### config.mk
export PLATFORM = sky130hd
export DESIGN_NAME = branch_predictor_btb
export DESIGN_NICKNAME = d
export VERILOG_FILES = /design/src/rtl/branch_predictor_btb.sv
export SDC_FILE = /design/constraint.sdc
export NUM_CORES = 1
export LEC_CHECK = 0
export BUFFER_PORTS_ARGS = -buffer_cell sky130_fd_sc_hd__buf_2
export CAP_MARGIN = 0
export CORE_ASPECT_RATIO = 1.75
export CORE_MARGIN = 1.5
export CORE_UTILIZATION = 40
export CTS_CLUSTER_SIZE = 30
export DETAILED_ROUTE_END_ITERATION = 7
export GPL_ROUTABILITY_DRIVEN = 0
export PLACE_DENSITY_LB_ADDON = 0.12
export REMOVE_ABC_BUFFERS = 1
export SETUP_SLACK_MARGIN = 0.2
export SLEW_MARGIN = 40
export SYNTH_ARGS = -nofsm -noshare
export SYNTH_HDL_FRONTEND = slang
export SYNTH_SLANG_ARGS = --single-unit
### constraint.sdc
create_clock -name clk -period 14.2 [get_ports clk]
set_input_delay 2.13 -clock clk [delete_from_list [all_inputs] [get_ports clk]]
set_output_delay 2.13 -clock clk [all_outputs]
set_load 0.1 [all_outputs]
### src/rtl/branch_predictor_btb.sv
// Direct-mapped branch target buffer with 2-bit direction counters.
// Same-cycle lookup for fetch, resolution-driven training, registered flush/redirect and profiling counters.
module branch_predictor_btb #(
  parameter int ADDR_W  = 32,
  parameter int ENTRIES = 16,
  parameter int PERF_W  = 16
) (
  input  logic              clk,
  input  logic              rst,
  input  logic [ADDR_W-1:0] fetch_pc,
  output logic              pred_hit,
  output logic              pred_taken,
  output logic [ADDR_W-1:0] pred_target,
  input  logic              res_valid,
  input  logic [ADDR_W-1:0] res_pc,
  input  logic              res_is_branch,
  input  logic              res_is_jump,
  input  logic              res_taken,
  input  logic [ADDR_W-1:0] res_target,
  input  logic              res_pred_taken,
  input  logic [ADDR_W-1:0] res_pred_target,
  output logic              flush,
  output logic [ADDR_W-1:0] redirect_pc,
  input  logic              perf_clr,
  output logic [PERF_W-1:0] branch_cnt,
  output logic [PERF_W-1:0] mispred_cnt
);

  localparam int IDX_W = $clog2(ENTRIES);
  localparam int TAG_W = ADDR_W - IDX_W - 2;

  logic [ENTRIES-1:0] valid_q, valid_d;
  logic [ENTRIES-1:0] kind_q, kind_d;
  logic [TAG_W-1:0]   tag_q    [ENTRIES];
  logic [TAG_W-1:0]   tag_d    [ENTRIES];
  logic [ADDR_W-1:0]  target_q [ENTRIES];
  logic [ADDR_W-1:0]  target_d [ENTRIES];
  logic [1:0]         cnt_q    [ENTRIES];
  logic [1:0]         cnt_d    [ENTRIES];

  logic              flush_q, flush_d;
  logic [ADDR_W-1:0] redirect_q, redirect_d;
  logic [PERF_W-1:0] branch_cnt_q, branch_cnt_d;
  logic [PERF_W-1:0] mispred_cnt_q, mispred_cnt_d;

  logic [IDX_W-1:0] f_idx;
  logic [TAG_W-1:0] f_tag;
  logic [1:0]       unused_fetch_lsb;

  assign f_idx            = fetch_pc[IDX_W+1:2];
  assign f_tag            = fetch_pc[ADDR_W-1:IDX_W+2];
  assign unused_fetch_lsb = fetch_pc[1:0];

  assign pred_hit    = valid_q[f_idx] && (tag_q[f_idx] == f_tag);
  assign pred_taken  = pred_hit && (kind_q[f_idx] || cnt_q[f_idx][1]);
  assign pred_target = pred_taken ? target_q[f_idx] : '0;

  logic [IDX_W-1:0]  r_idx;
  logic [TAG_W-1:0]  r_tag;
  logic              r_hit;
  logic              accept;
  logic              is_ctrl;
  logic              actual_taken;
  logic [ADDR_W-1:0] pc_plus4;
  logic [ADDR_W-1:0] actual_next;
  logic [ADDR_W-1:0] pred_next;
  logic              mispredict;

  assign r_idx        = res_pc[IDX_W+1:2];
  assign r_tag        = res_pc[ADDR_W-1:IDX_W+2];
  assign r_hit        = valid_q[r_idx] && (tag_q[r_idx] == r_tag);
  // Anything resolving while a flush is in flight is on the wrong path.
  assign accept       = res_valid && !flush_q;
  assign is_ctrl      = res_is_branch || res_is_jump;
  assign actual_taken = res_is_jump || (res_is_branch && res_taken);
  assign pc_plus4     = res_pc + ADDR_W'(4);
  assign actual_next  = actual_taken ? res_target : pc_plus4;
  assign pred_next    = res_pred_taken ? res_pred_target : pc_plus4;
  assign mispredict   = (actual_next != pred_next);

  always_comb begin
    valid_d  = valid_q;
    kind_d   = kind_q;
    tag_d    = tag_q;
    target_d = target_q;
    cnt_d    = cnt_q;
    if (accept) begin
      if (is_ctrl && r_hit) begin
        if (res_is_jump) begin
          cnt_d[r_idx] = 2'b11;
        end else if (res_taken) begin
          if (cnt_q[r_idx] != 2'b11) cnt_d[r_idx] = cnt_q[r_idx] + 2'd1;
        end else begin
          if (cnt_q[r_idx] != 2'b00) cnt_d[r_idx] = cnt_q[r_idx] - 2'd1;
        end
        if (actual_taken) target_d[r_idx] = res_target;
      end else if (is_ctrl && actual_taken) begin
        valid_d[r_idx]  = 1'b1;
        tag_d[r_idx]    = r_tag;
        target_d[r_idx] = res_target;
        kind_d[r_idx]   = res_is_jump;
        cnt_d[r_idx]    = res_is_jump ? 2'b11 : 2'b10;
      end else if (!is_ctrl && r_hit) begin
        // A non-control instruction matched: the entry is a stale alias.
        valid_d[r_idx] = 1'b0;
      end
    end
  end

  always_comb begin
    flush_d       = accept && mispredict;
    redirect_d    = (accept && mispredict) ? actual_next : '0;
    branch_cnt_d  = branch_cnt_q;
    mispred_cnt_d = mispred_cnt_q;
    if (perf_clr) begin
      branch_cnt_d  = '0;
      mispred_cnt_d = '0;
    end else if (accept) begin
      if (is_ctrl && !(&branch_cnt_q)) branch_cnt_d = branch_cnt_q + PERF_W'(1);
      if (mispredict && !(&mispred_cnt_q)) mispred_cnt_d = mispred_cnt_q + PERF_W'(1);
    end
  end

  always_ff @(posedge clk) begin
    if (rst) begin
      valid_q       <= '0;
      flush_q       <= 1'b0;
      redirect_q    <= '0;
      branch_cnt_q  <= '0;
      mispred_cnt_q <= '0;
    end else begin
      valid_q       <= valid_d;
      flush_q       <= flush_d;
      redirect_q    <= redirect_d;
      branch_cnt_q  <= branch_cnt_d;
      mispred_cnt_q <= mispred_cnt_d;
    end
  end

  // Payload fields are qualified by valid, so they need no reset.
  always_ff @(posedge clk) begin
    kind_q   <= kind_d;
    tag_q    <= tag_d;
    target_q <= target_d;
    cnt_q    <= cnt_d;
  end

  assign flush       = flush_q;
  assign redirect_pc = redirect_q;
  assign branch_cnt  = branch_cnt_q;
  assign mispred_cnt = mispred_cnt_q;

endmodule

==> results of run 1 <==
registers in the layout, indices dropped and copies added, names as in the netlist, named ones only:
name	count
target_q	512
tag_q	416
cnt_q	32
redirect_pc	32
branch_cnt	16
kind_q	16
mispred_cnt	16
flush	1
report_power, final:
part / switching (mW) / total (mW) / internal (mW)
Sequential: 0.0116 / 3.44 / 3.43
Combinational: 0.378 / 0.597 / 0.219
Clock: 1.18 / 2.69 / 1.51
Total: 1.57 / 6.73 / 5.16
synth_stat cells (all sizes together), types with 4 or more instances:
master / n
nand3b: 6
or2: 6
a22oi: 8
nand2: 91
a31oi: 29
o31ai: 12
o21ai: 37
or3: 21
o2bb2a: 7
inv: 25
mux2i: 56
nor2: 139
clkbuf: 103
o211ai: 5
xor2: 46
or4: 10
a41o: 5
dfxtp: 81
nor4: 23
xnor2: 85
o22ai: 9
nor2b: 20
and4: 9
o2111ai: 10
a221oi: 7
a41oi: 4
buf: 97
a21oi: 87
o21a: 18
and3: 17
nand3: 65
a21o: 5
nand2b: 9
nor3: 48
a211oi: 37
xnor3: 7
mux2: 17
edfxtp: 976
and2: 42
o221ai: 4
nand4: 31
ha: 8
mux4: 407
stage by stage:
| step | setup slack, ns | hold slack (ns) | util | instances |
|---|---|---|---|---|
| 3_3_place_gp | 4.09 | 0.461 | 0.428 | 4399 |
| 3_5_place_dp | 4.95 | 0.473 | 0.429 | 4401 |
| 5_1_grt | 4.99 | 0.510 | 0.457 | 4586 |
| 4_1_cts | 4.91 | 0.488 | 0.456 | 4582 |
| 6_report | 5.23 | 0.491 | 0.457 | 4595 |
| 2_1_floorplan | 2.53 | 0.452 | - | 2567 |
cells by family after synthesis:
family / after synthesis
simple gates: 542
xor+xnor: 138
fa+ha+maj: 8
compound gates: 316
buf+inv: 226
mux: 480
flops: 1057
cells in the final DEF, fill, tap and decap left out, drive strengths merged, types with 11 or more instances in the layout:
master / n
edfxtp: 976
mux4: 407
buf: 305
nor2: 139
clkbuf: 127
nand2: 91
a21oi: 87
xnor2: 85
dfxtp: 81
nand3: 65
mux2i: 56
nor3: 48
xor2: 46
and2: 42
clkinv: 39
o21ai: 37
a211oi: 37
nand4: 31
inv: 30
a31oi: 29
nor4: 23
or3: 21
nor2b: 20
o21a: 18
mux2: 17
and3: 17
o31ai: 12
diode: 11
worst max-delay path by stage:
stage	from	end	slack [ns]
finish	fetch_pc[3]	pred_target[21]	5.23
global route	fetch_pc[3]	pred_target[7]	4.99
CTS	fetch_pc[2]	pred_target[6]	4.91
detailed placement	fetch_pc[2]	pred_target[21]	4.95
global placement	fetch_pc[2]	pred_target[18]	4.09
floorplan	fetch_pc[2]	pred_target[0]	2.53
worst max-delay path: stages:
cell	delay, ns
buf_6	0.45
buf_4	0.65
mux4_2	0.40
mux4_2	0.48
xnor2_1	0.52
nand4_1	0.23
nor2_1	0.17
nand3_1	0.10
nor4_2	0.42
nor2b_4	0.28
buf_16	0.17
buf_16	0.16
and2_1	0.14
buf_2	0.42
layout make-up:
cell class / count / area [um2] / area share
Multi-Input combinational cell: 1484 / 16700 / 0.305
Timing Repair Buffer: 306 / 1870 / 0.0341
Clock buffer: 126 / 2670 / 0.0488
Antenna cell: 11 / 27.5 / 0.000503
Clock inverter: 55 / 553 / 0.0101
Inverter: 26 / 98.8 / 0.00181
Sequential cell: 1057 / 30900 / 0.565
Tap cell: 1530 / 1910 / 0.0350
routing by layer:
layer  wire (um)  up-vias  track usage
met2       78400     1065        0.430
met4        4950       28       0.0882
met5         157        -            0
met1       56500    15100        0.298
li1            -    11800            -
met3        9340      243       0.0401
==> impl_metrics.tcl, run 1 <==
set metrics [dict create \
    setup_tns_ns 0 \
    synthSimpleGateAreaFrac 0.0588 \
    rsz0062_at_grt "no" \
    synth-edff-count 976 \
    ant_nets 0 \
    critical_path_class "primary input to primary output" \
    hold_viol_final 0 \
    vias 28200 \
    hp-class "register to register" \
    cts_buffer_depth 3 \
    tritoncts "built" \
    drt_wl_total_mm 149 \
    r2r_cells 10 \
    yosysTopAreaCellShare 0.607 \
    htree_levels 3 \
    synth-main-ff-cell "edfxtp_1" \
    yosys.area_share.xor_xnor 0.0270 \
    cp-end-kind "primary output" \
    rr_endpoint "tag_q[211]$_DFFE_PP_" \
    start_util 0.403 \
    drt-initial-drc-count 2914 \
    synth_compound_area_frac 0.0458 \
    async_flop_share 0 \
    clk_latency_ns 0.72 \
    core_area_um2 120000 \
    hold_path_depth 1 \
    synth.largest_area_cell "edfxtp_1" \
    cts_buffers 97 \
    grt_max_degree 73 \
    cap_violations 0 \
    slew_violations 0 \
    fp.dieH_um 463 \
    hold_buffers 0 \
    ir_drop_mv 0.0820 \
    syn_area_um2 48300 \
    critPathArrivalTime_ns 6.84 \
    placedInstanceArea_um2 51400 \
    powerDensity_nw_per_um2 123 \
    netlist_top_cells_area "edfxtp_1, mux4_2, dfxtp_1" \
    required_ns 12.07 \
    synth_fa_ha_area_frac 0.00207 \
    placementRows 168 \
    syn_inst 2767 \
    clock_skew_ns 0.0304 \
    relSlewSlack 0.370 \
    synth_top_family_by_area "multiplexers" \
    yosys_warnings 0 \
    synthMuxAreaShare 0.205 \
    syn_to_final_growth_pct 13.3 \
    vias_per_cell 6.14 \
    synth-seq-cells 1057 \
    rrSetupSlack_ns 9.36 \
    antenna_found_initial 25 \
    start_kind "primary input" \
    syn_avg_cell_area_um2 17.5 \
    gr-total-overflow 0 \
    drive_gt1_frac 0.312 \
    outcome "completed" \
    final_area_um2 54800 \
    synth_cell_types 82 \
    clk_pin_slew_ns 0.06 \
    fillers 10200 \
    post-route-period-util 0.632 \
    min_period_ns 8.97 \
    synth-seq-area-share 0.640 \
    grt_pass1_vias 29400 \
    critPathMaxFanout 52 \
    numPortBuffers 232 \
    dp_hpwl_mm 92.3 \
    grt.total_usage 0.243 \
    grt_pass1_wl_mm 213 \
    clock-sinks 1057 \
    ios 235 \
    wire_per_inst_um 32.5 \
    setup_viol 0 \
    drt_first_pass_iters 6 \
    p_leak_nw 17.6 \
    cts_root_buf "clkbuf_16" \
    max_slew.worst_pin.slew_ns 0.942 \
    dieWidth_um 266 \
    die-area_um2 123000 \
    r2r-start "tag_q[13]$_DFFE_PP_" \
    max_freq_mhz 111 \
    drc_errors 0 \
    power_mw 6.73 \
    post_cts_resized 0 \
    cts_setup_buffers 0 \
    nNetsFinal 3116 \
]
Power figures use the tool's default switching activity.
==> run 2, diff against run 1 <==
==> constraint.sdc (replaced) <==
create_clock -name clk -period 9.1 [get_ports clk]
set_input_delay 1.365 -clock clk [delete_from_list [all_inputs] [get_ports clk]]
set_output_delay 1.365 -clock clk [all_outputs]
set_load 0.1 [all_outputs]
==> run 2 against run 1 <==
Sequential power increased by 56%. Non-clock buffer count increased by 12. Core utilization about the same. Critical endpoint is now pred_target[14]. Largest power group unchanged.
==> impl_metrics.tcl, run 2 (same netlist as run 1, synthesis figures left out) <==
set metrics [dict create \
    drt_first_pass_iters 5 \
    ant_nets 0 \
    vias 28400 \
    ios 235 \
    numPortBuffers 232 \
    post_cts_resized 0 \
    fp.dieH_um 463 \
    post-route-period-util 0.856 \
    cts_setup_buffers 0 \
    post-route-util 0.457 \
    layout_commonest_cell "edfxtp_1" \
    drt_wl_total_mm 150 \
    use_met2 0.431 \
    dieWidth_um 266 \
    clock_skew_ns 0.0339 \
    top_usage_layer "met2" \
    critical_path_class "primary input to primary output" \
    grt.total_usage 0.245 \
    rsz0062_at_grt "no" \
    start_util 0.403 \
    max_freq_mhz 128 \
    clk_latency_ns 0.73 \
    final_area_um2 54800 \
    clock_power_share 0.397 \
    relSlewSlack 0.386 \
    cts_buffer_depth 3 \
    gr-total-overflow 0 \
    reg_top3 "target_q: 512 flops, tag_q: 416 flops" \
    layout_common_cells "edfxtp_1, mux4_2, buf_2" \
    antenna_found_initial 25 \
    placementRows 168 \
    fillers 10300 \
    cp-end-kind "primary output" \
    wire_per_inst_um 32.6 \
    outcome "completed" \
    drt-initial-drc-count 2864 \
    placedInstanceArea_um2 51500 \
    core_area_um2 120000 \
    sw_frac_of_total 0.236 \
    hp-class "register to register" \
    cts_root_buf "clkbuf_16" \
    clk_pin_slew_ns 0.07 \
    netSwitchingPower_mw 2.46 \
    comb_power_share 0.089 \
    power_mw 10.4 \
    largest-register "target_q" \
    critPathMaxFanout 44 \
    tritoncts "built" \
    htree_levels 3 \
    setup_tns_ns 0 \
    nNetsFinal 3127 \
    vias_per_cell 6.17 \
    grt_max_degree 73 \
    hold_viol_final 0 \
    whs_ns 0.491 \
    grt_pass1_vias 29700 \
    critPathArrivalTime_ns 6.42 \
    pwr-share-seq 0.513 \
    hold_buffers 0 \
    start_kind "primary input" \
    die-area_um2 123000 \
    cap_violations 0 \
    use_met3 0.0382 \
    max_slew.worst_pin.slew_ns 0.913 \
    drc_errors 0 \
    dp_hpwl_mm 95.6 \
    setup_viol 0 \
    largest_reg_flops 512 \
    drive_gt1_frac 0.315 \
    powerDensity_nw_per_um2 191 \
    required_ns 7.74 \
    grt_pass1_wl_mm 214 \
    slew_violations 0 \
    ir_drop_mv 0.138 \
    met1_usage 0.300 \
    min_period_ns 7.79 \
    p_leak_nw 17.6 \
    internal_power_mw 7.98 \
    clock-sinks 1057 \
    cp-startpoint "fetch_pc[2]" \
    r2r-start "tag_q[65]$_DFFE_PP_" \
    cts_buffers 96 \
    syn_to_final_growth_pct 13.4 \
]
## run 2: changes by cell type in the layout (fill, tap and decap cells not counted), sizes merged
cell / previous run / this run
diode: 11 / 7
buf: 305 / 317
clkinv: 39 / 40
clkbuf: 127 / 122
inv: 30 / 29
clkinvlp: 2 / 6
bufinv: 10 / 9
## run 2: through the flow
step	setup WS, ns	cells
final	1.31	4601
after global routing	1.27	4597
after CTS	1.45	4593
after detailed placement	1.48	4414
after global placement	1.45	4414
after floorplan	-1.04	2567
## run 2: area by class of cell
cell class	count	area, um2	share of cell area
Inverter	26	100	0.00183
Clock inverter	58	581	0.0106
Tap cell	1530	1910	0.0349
Clock buffer	121	2610	0.0476
Sequential cell	1057	30900	0.564
Multi-Input combinational cell	1484	16700	0.304
Timing Repair Buffer	318	1970	0.0359
Antenna cell	7	17.5	0.000320
## run 2: power groups by stage
stage | sequential (mW) | clock (mW) | combinational, mW
floorplan | 5.52 | 0 | 0.420
detailed placement | 5.47 | 0 | 0.938
CTS | 5.36 | 4.25 | 0.940
global placement | 5.47 | 0 | 0.927
finish | 5.36 | 4.15 | 0.931
global route | 5.36 | 4.40 | 0.986
## run 2: final timing paths
path	to	slack [ns]	depth (start not counted)
max	pred_target[14]	1.31	12
min reg2reg	register	0.49	1
min	register	0.49	1
max reg2reg	tag_q[313]$_DFFE_PP_	4.46	10
## run 2: layer usage
| layer | vias to the layer above | routed length [um] |
|---|---|---|
| li1 | 11800 | - |
| met1 | 15100 | 56700 |
| met2 | 1188 | 78300 |
| met3 | 269 | 9260 |
| met4 | 32 | 5600 |
| met5 | - | 207 |
## run 2: worst max-delay path, cell delays in order
cell	delay, ns
buf_8	0.42
buf_4	0.38
mux4_2	0.53
mux4_2	0.49
xor2_1	0.16
nor4_1	0.76
nand3_1	0.15
nor4_1	0.73
nor2b_4	0.28
buf_4	0.39
and2_1	0.22
buf_2	0.43
